**config.mk**
```make
export PLATFORM = sky130hd
export DESIGN_NAME = ram_wr_ctrl
export DESIGN_NICKNAME = d
export VERILOG_FILES = /design/src/rtl/ram_wr_ctrl.sv
export SDC_FILE = /design/constraint.sdc
export NUM_CORES = 1
export LEC_CHECK = 0
export BUFFER_PORTS_ARGS = -buffer_cell sky130_fd_sc_hd__buf_2
export CAP_MARGIN = 40
export CORE_MARGIN = 5
export CORE_UTILIZATION = 41
export DETAILED_ROUTE_END_ITERATION = 8
export GPL_TIMING_DRIVEN = 0
export PLACE_DENSITY = 0.69
export SLEW_MARGIN = 20
export SYNTH_ARGS = -nofsm -noshare
export SYNTH_HDL_FRONTEND = slang
export SYNTH_SLANG_ARGS = --single-unit
```
**constraint.sdc**
```tcl
create_clock -name clk -period 3.7 [get_ports clk]
set_clock_uncertainty 0.05 [all_clocks]
set_input_delay 0.555 -clock clk [delete_from_list [all_inputs] [get_ports clk]]
set_output_delay 0.555 -clock clk [all_outputs]
set_load 0.1 [all_outputs]
```
**src/rtl/ram_wr_ctrl.sv**
```systemverilog
// ram_wr_ctrl -- write-side initiator for the 32R1W RAM's single write port.
//
// Client write requests are buffered in a small FIFO and drained one per
// cycle onto the registered RAM write port (w_addr_1 / w_din_1 / w_enb_1).
// A fill engine writes a single latched value to every address. The fill
// starts only once all earlier client writes have drained.
//
// Parameters
//   BLOCKSIZE   address MSB index; address width AW = BLOCKSIZE+1
//   DATA_W      write data width
//   FIFO_DEPTH  request FIFO entries (power of 2, >= 2)
//
// Ports
//   clk          clock, rising edge
//   rst          asynchronous reset, active low
//   req_valid    client write request valid
//   req_ready    FIFO can accept (= !full)
//   req_addr     client write address
//   req_data     client write data
//   fill_start   one-cycle pulse requesting a full-memory fill
//   fill_value   fill data, latched when fill_start is taken in IDLE
//   w_addr_1     RAM write address (registered)
//   w_din_1      RAM write data (registered)
//   w_enb_1      RAM write enable (registered)
//   busy         fill pending/running, or FIFO non-empty
//   fill_done    one-cycle pulse, high alongside the last fill write
//
// Build option
//   WR_BYPASS_EN  when defined, a request taken in IDLE while the FIFO is
//                 empty goes straight onto the write port (1-cycle latency)
//                 and is not stored in the FIFO.

module ram_wr_ctrl #(
    parameter int BLOCKSIZE  = 10,
    parameter int DATA_W     = 32,
    parameter int FIFO_DEPTH = 4
) (
    input  logic                clk,
    input  logic                rst,
    input  logic                req_valid,
    output logic                req_ready,
    input  logic [BLOCKSIZE:0]  req_addr,
    input  logic [DATA_W-1:0]   req_data,
    input  logic                fill_start,
    input  logic [DATA_W-1:0]   fill_value,
    output logic [BLOCKSIZE:0]  w_addr_1,
    output logic [DATA_W-1:0]   w_din_1,
    output logic                w_enb_1,
    output logic                busy,
    output logic                fill_done
);

    localparam int AW = BLOCKSIZE + 1;
    localparam int PW = $clog2(FIFO_DEPTH);

    typedef enum logic [1:0] {IDLE, FILL_WAIT, FILL} state_t;

    typedef struct packed {
        logic [AW-1:0]     addr;
        logic [DATA_W-1:0] data;
    } wr_req_t;

    // ---------------------------------------------------------------
    // Request FIFO
    // ---------------------------------------------------------------
    wr_req_t        mem_q [FIFO_DEPTH];
    logic [PW-1:0]  wptr_q, rptr_q;
    logic [PW:0]    occ_q, occ_d;
    logic           fifo_empty, fifo_full;
    logic           push, pop, bypass;
    wr_req_t        head;

    assign fifo_empty = (occ_q == '0);
    assign fifo_full  = (occ_q == (PW+1)'(FIFO_DEPTH));
    assign req_ready  = !fifo_full;
    assign head       = mem_q[rptr_q];

    // A full FIFO refuses the push even if it pops on the same edge.
    assign push = req_valid && req_ready && !bypass;

    always_comb begin
        occ_d = occ_q;
        case ({push, pop})
            2'b10:   occ_d = occ_q + 1'b1;
            2'b01:   occ_d = occ_q - 1'b1;
            default: occ_d = occ_q;
        endcase
    end

    always_ff @(posedge clk) begin
        if (push) mem_q[wptr_q] <= '{addr: req_addr, data: req_data};
    end

    always_ff @(posedge clk or negedge rst) begin
        if (!rst) begin
            wptr_q <= '0;
            rptr_q <= '0;
            occ_q  <= '0;
        end else begin
            if (push) wptr_q <= wptr_q + 1'b1;
            if (pop)  rptr_q <= rptr_q + 1'b1;
            occ_q <= occ_d;
        end
    end

    // ---------------------------------------------------------------
    // Control FSM and write-port registers
    // ---------------------------------------------------------------
    state_t             state_q, state_d;
    logic [AW-1:0]      cnt_q, cnt_d;
    logic [DATA_W-1:0]  fval_q, fval_d;
    logic [AW-1:0]      waddr_q, waddr_d;
    logic [DATA_W-1:0]  wdin_q, wdin_d;
    logic               wenb_q, wenb_d;
    logic               done_q, done_d;

    always_comb begin
        state_d = state_q;
        cnt_d   = cnt_q;
        fval_d  = fval_q;
        waddr_d = waddr_q;   // address/data hold when nothing is written
        wdin_d  = wdin_q;
        wenb_d  = 1'b0;
        done_d  = 1'b0;
        pop     = 1'b0;
        bypass  = 1'b0;

        case (state_q)
            IDLE: begin
                if (!fifo_empty) begin
                    pop = 1'b1;
                end
`ifdef WR_BYPASS_EN
                // FIFO empty implies req_ready, so the request is taken now.
                else if (req_valid) begin
                    bypass = 1'b1;
                end
`endif
                if (fill_start) begin
                    state_d = FILL_WAIT;
                    fval_d  = fill_value;
                end
            end
            FILL_WAIT: begin
                // Earlier client writes must land before the fill overwrites.
                if (!fifo_empty) pop = 1'b1;
                else             state_d = FILL;
            end
            FILL: begin
                waddr_d = cnt_q;
                wdin_d  = fval_q;
                wenb_d  = 1'b1;
                cnt_d   = cnt_q + 1'b1;  // wraps to 0 after the last address
                if (cnt_q == '1) begin
                    state_d = IDLE;
                    done_d  = 1'b1;
                end
            end
            default: state_d = IDLE;
        endcase

        if (pop) begin
            waddr_d = head.addr;
            wdin_d  = head.data;
            wenb_d  = 1'b1;
        end
        if (bypass) begin
            waddr_d = req_addr;
            wdin_d  = req_data;
            wenb_d  = 1'b1;
        end
    end

    always_ff @(posedge clk or negedge rst) begin
        if (!rst) begin
            state_q <= IDLE;
            cnt_q   <= '0;
            fval_q  <= '0;
            waddr_q <= '0;
            wdin_q  <= '0;
            wenb_q  <= 1'b0;
            done_q  <= 1'b0;
        end else begin
            state_q <= state_d;
            cnt_q   <= cnt_d;
            fval_q  <= fval_d;
            waddr_q <= waddr_d;
            wdin_q  <= wdin_d;
            wenb_q  <= wenb_d;
            done_q  <= done_d;
        end
    end

    assign w_addr_1  = waddr_q;
    assign w_din_1   = wdin_q;
    assign w_enb_1   = wenb_q;
    assign fill_done = done_q;
    assign busy      = (state_q != IDLE) || !fifo_empty;

endmodule

```
# Word-level counts from Yosys, hierarchy flattened
# Memory sizes are Yosys's and may differ from the RTL's.
# Cells that the tools add are included.
[classes]
addsub = 5
multipliers = 0
div = 0
n_lt_le_gt_ge = 0
eq_ne = 9
shifts = 0
muxes = 17
bitwise_logic = 0
n_reduce_logical = 12
[op_table]
columns = ["operator", "count"]
rows = [
  ["32-bit two-way mux", 2],
  ["11-bit two-way mux", 2],
  ["11-bit by 1-bit adder with 11-bit output, second input constant", 1],
  ["11-bit equality test, second input constant", 1],
  ["1-bit two-way mux", 8],
  ["2-bit two-way mux", 3],
  ["2-bit != test, second input constant", 3],
  ["2-bit case mux with 3 select lines", 1],
  ["3-bit case mux with 2 select lines", 1],
  ["2-bit nonzero test", 3],
  ["2-bit by 1-bit adder with 2-bit output, second input constant", 2],
  ["2-bit by 1-bit equality test with 1-bit output, second input constant", 2],
  ["2-bit equality test, second input constant", 2],
  ["3-bit by 1-bit adder with 3-bit output, second input constant", 1],
  ["3-bit equality test, second input constant", 1],
  ["3-bit zero test", 1],
  ["3-bit AND reduction", 1],
  ["3-bit by 1-bit subtractor with 3-bit output, second input constant", 1],
  ["1-bit zero test", 2],
  ["2-bit zero test", 1],
  ["2-bit AND reduction", 1],
  ["2-bit OR reduction", 1],
  ["1-bit logical AND", 1],
  ["1-bit logical OR", 1],
]
[totals]
reg_bits = 97
latch_bits = 0
ram_bits = 172
rom_bits = 0
input_bits = 79
output_inout_bits = 47
elab_cells = 54
memories = 1
[memory_table]
columns = ["memory", "words", "width", "rd", "rd_ports_with_merged_regs", "write_ports", "line_no", "source"]
rows = [
  ["mem_q", 4, 43, 1, 0, 1, "66", "wr_req_t mem_q [FIFO_DEPTH];"],
]

# Logic depth before layout (Yosys ltp)
[depth]
ltp_word = 5
depth_mapped = 9
mapped_depth_nobuf = 9

# Least setup slack after synthesis
# Ideal clock, no wire load.
[synth_path]
path_kind = "flip-flop to flip-flop"
start = "register occ_q[2]"
end = "memory mem_q[0][0] (netlist name) (enable)"
setup_ps = 405
arrival_time_ps = 2414
required_time_ps = 3245
slack_ps = 831
stages_incl_launch_ff = 3
n_path_buf = 0
period_less_slack_ps = 2869
cell_sequence = "dfrtp_1 -> or3b_1 -> and3_1"
[synth_via]
elab_chain_cells = 5
[synth_lines]
columns = ["item", "line_no", "source"]
rows = [
  ["start: declaration", "68", "logic [PW:0] occ_q, occ_d;"],
  ["start signal: assignment", "98", "occ_q <= '0;"],
  ["start signal: assignment", "102", "occ_q <= occ_d;"],
  ["3-bit equality test", "74", "assign fifo_full = (occ_q == (PW+1)'(FIFO_DEPTH));"],
  ["1-bit zero test", "75", "assign req_ready = !fifo_full;"],
  ["named net req_ready", "41", "output logic req_ready,"],
  ["1-bit logical AND", "79", "assign push = req_valid && req_ready && !bypass;"],
  ["1-bit two-way mux", "91", "if (push) mem_q[wptr_q] <= '{addr: req_addr, data: req_data};"],
  ["1-bit two-way mux (implied by the code)", "91", ""],
  ["end: declaration", "66", ""],
]
# The timed path passes the listed nets, and every way through them passes these cells.

# Worst setup path after layout
[layout_path]
start = "register occ_q[0]"
end = "register occ_q[2]"
[layout_via]
elab_chain_cells = 5
word_cells_on_any_way = 12
cone_classes = "add/sub (2); eq/ne (3); mux (3); reduce/logical (4)"
[layout_lines]
columns = ["item", "line_no", "source"]
rows = [
  ["3-bit zero test / 3-bit equality test (equally long branches)", "73, 74", ""],
  ["1-bit two-way mux / 1-bit zero test (equally long branches)", "130, 146, 75", ""],
  ["1-bit two-way mux / 1-bit logical AND (equally long branches)", "-", ""],
  ["2-bit by 1-bit equality test with 1-bit output / 2-bit equality test (equally long branches)", "83", "case ({push, pop})"],
  ["3-bit case mux with 2 select lines / 2-bit nonzero test (equally long branches)", "-", ""],
]
# Several ways; a longest one is shown, not always the timed one.
# A chain may end at the register's enable or synchronous reset.

==> flow_metrics.env <==
export IMPL_gp_congestion=0.7676
export IMPL_design_area_um2=12540
export IMPL_grt_ovfl_total=0
export IMPL_final_common_cell="edfxtp_1"
export IMPL_track_usage_pct=15.58
export IMPL_wl_mm=22.23
export IMPL_setup_ws_ps=1301
export IMPL_post_cts_buffers=0
export IMPL_dp_cells=995
export IMPL_antenna_found_initial=3
export IMPL_grt_pass1_vias=6167
export IMPL_initial_core_util_pct=41.47
export IMPL_post_drt_wl_per_cell_um=21.20
export IMPL_ant_nets=0
export IMPL_cts_buffer_depth=3
export IMPL_min_path_cells=1
export IMPL_synthFlopType="edfxtp_1"
export IMPL_drtIter0Drc=257
export IMPL_htree_levels=1
export IMPL_clock_sinks=269
export IMPL_grt_pass1_wl_mm=34.86
export IMPL_setup_tns_ps=0
export IMPL_required_ps=4100
export IMPL_hold_violations=0
export IMPL_path_clk_slew_ps=60
export IMPL_dr_pass1_iters=5
export IMPL_die_h_um=169.1
export IMPL_layout_drive_gt1_share_pct=36.77
export IMPL_syn_to_final_growth_pct=20.78
export IMPL_yosysWarningCount=0
export IMPL_syn_avg_cell_area_um2=19.26
export IMPL_post_route_period_util_pct=64.84
export IMPL_setup_violations=0
export IMPL_vias_per_cell=5.218
export IMPL_finalPower_mw=12.89
export IMPL_rsz0062_at_grt="no"
export IMPL_core_area_um2=25040
export IMPL_whs_endpoint="mem_q[2][12]$_DFFE_PP_"
export IMPL_mostFrequentLayoutCells="edfxtp_1, buf_2, dfrtp_1"
export IMPL_io_buffers=125
export IMPL_synth_seq_cells=269
export IMPL_cts_made_buffers=28
export IMPL_status="completed"
export IMPL_cp_arrival_ps=2800
export IMPL_timing_hold_ws_ps=189.1
export IMPL_grt_max_degree=83
export IMPL_cp_end_kind="flop"
export IMPL_fin_util_pct=50.09
export IMPL_period_minus_slack_ps=2399
export IMPL_place_ws_ps=1304
export IMPL_cp_start_kind="flop"
export IMPL_cp_startpoint="occ_q[0]$_DFFE_PN0P_"
export IMPL_hpwl_mm=14.38
export IMPL_synth_cell_area_um2=10380
export IMPL_drv_cap=0
export IMPL_reg2reg_from="occ_q[0]$_DFFE_PN0P_"
export IMPL_r2r_end="occ_q[2]$_DFFE_PN0P_"
export IMPL_place_area_um2=11470
export IMPL_ys_types=37
export IMPL_dieArea_um2=28610
export IMPL_synth_edff_count=172
export IMPL_worstPathMaxFanout=6
export IMPL_rows=58
export IMPL_slew_violations=0
export IMPL_clock_fmax_ghz=0.4168
export IMPL_yosysSeqAreaShare_pct=73.13
export IMPL_fin_cells=1049
export IMPL_hold_class="input pin to flop"
export IMPL_max_slew_margin_pct=51.44
export IMPL_vias=5474
export IMPL_fillers=2091
export IMPL_clock_latency_ps=530
export IMPL_crit_type="flop to flop"
export IMPL_worst_pin_slew_ps=728.5
export IMPL_reg2reg_slack_ps=1300
export IMPL_peakVddDrop_mv=0.4767
export IMPL_leakage_nw=4.870
export IMPL_min_from="req_data[12]"
export IMPL_ctsRootBufferMaster="clkbuf_16"
export IMPL_synthCells=539
export IMPL_async_reset_ff_share_pct=36.06
export IMPL_cts_tree="yes"
export IMPL_pin_count=126
export IMPL_powerDensity_nw_per_um2=1028
export IMPL_die_width_um=169.1
export IMPL_syn_num_nets=625
export IMPL_fin_nets=782
export IMPL_ff2ff_path_depth=9
export IMPL_drcViolationCount=0
==> kinds of logic after synthesis <==
| family | count (synthesis) | share of synthesized area [%] |
|---|---|---|
| flops | 269 | 73.13 |
| simple gates | 81 | 4.592 |
| mux | 77 | 13.18 |
| compound gates | 46 | 4.411 |
| buf+inv | 43 | 2.422 |
| xor+xnor | 16 | 1.350 |
| fa+ha+maj | 7 | 0.9159 |
==> worst max path at each step <==
stage	end	slack (ps)	cells past startpoint
global placement	mem_q[2][31]$_DFFE_PP_	720	2
finish	occ_q[2]$_DFFE_PN0P_	1300	9
floorplan	mem_q[0][0]$_DFFE_PP_	830	2
detailed placement	occ_q[2]$_DFFE_PN0P_	1300	9
CTS	occ_q[2]$_DFFE_PN0P_	1280	9
global route	occ_q[2]$_DFFE_PN0P_	1170	9
==> cell usage after synthesis, drive strengths merged (2+ instances only) <==
library cell	instances	share of area (%)
mux2	33	3.6
dfrtp	97	23
nand2	8	0.29
nand3	7	0.34
inv	10	0.36
a221o	42	4.0
nor4	3	0.18
and3	46	2.8
xor2	5	0.42
nor3	2	0.096
nor2	4	0.14
clkbuf	16	0.58
mux4	43	9.5
edfxtp	172	50
buf	17	1.5
or3b	2	0.17
xnor2	11	0.93
ha	6	0.72
and2	2	0.12
==> report_power, final <==
part / total (mW) / switching, mW / internal (mW)
Combinational: 5.23 / 3.50 / 1.73
Sequential: 4.54 / 0.379 / 4.16
Clock: 3.12 / 1.11 / 2.02
==> state kept, by name, indices dropped and copies added (netlist names) <==
name and cells:
w_din_1 32, fill_done 1, rptr_q 2, mem_q 172, w_enb_1 1, fval_q 32, cnt_q 11, occ_q 3
w_addr_1 11, wptr_q 2, state_q 2
==> critical path: stages, from the launching register on <==
cell	delay, ps
dfrtp_1	420
or3b_1	460
and2_1	240
inv_1	80
ha_1	200
inv_1	80
fa_1	380
xor2_1	150
nor2_1	110
xor2_1	160
==> per-layer routing <==
metal / routed length (µm) / global-route usage [%]
met1: 9362 / 20.99
met5: 19 / 0
met3: 1173 / 2.912
met2: 11180 / 26.43
met4: 495 / 3.990
==> timing repair <==
item,CTS,global route
gates resized for setup,0,0
hold buffers,1,0
endpoints found under the setup margin,0,0
endpoints found under the hold margin,15,0
==> area by class of cell <==
cell class              count  area (µm²)  area share [%]
inverters                  10       37.54          0.2993
diodes                      1       2.502         0.01996
repair buffers            127       669.4           5.338
multi-input cells         227        2559           20.41
clock inverters            11       231.5           1.846
clock buffers              41       820.8           6.546
flip-flops and latches    269        7592           60.55
well taps                 330       412.9           3.293
plain buffers              33       214.0           1.706
Note: power is estimated with default switching activity, not from simulation.
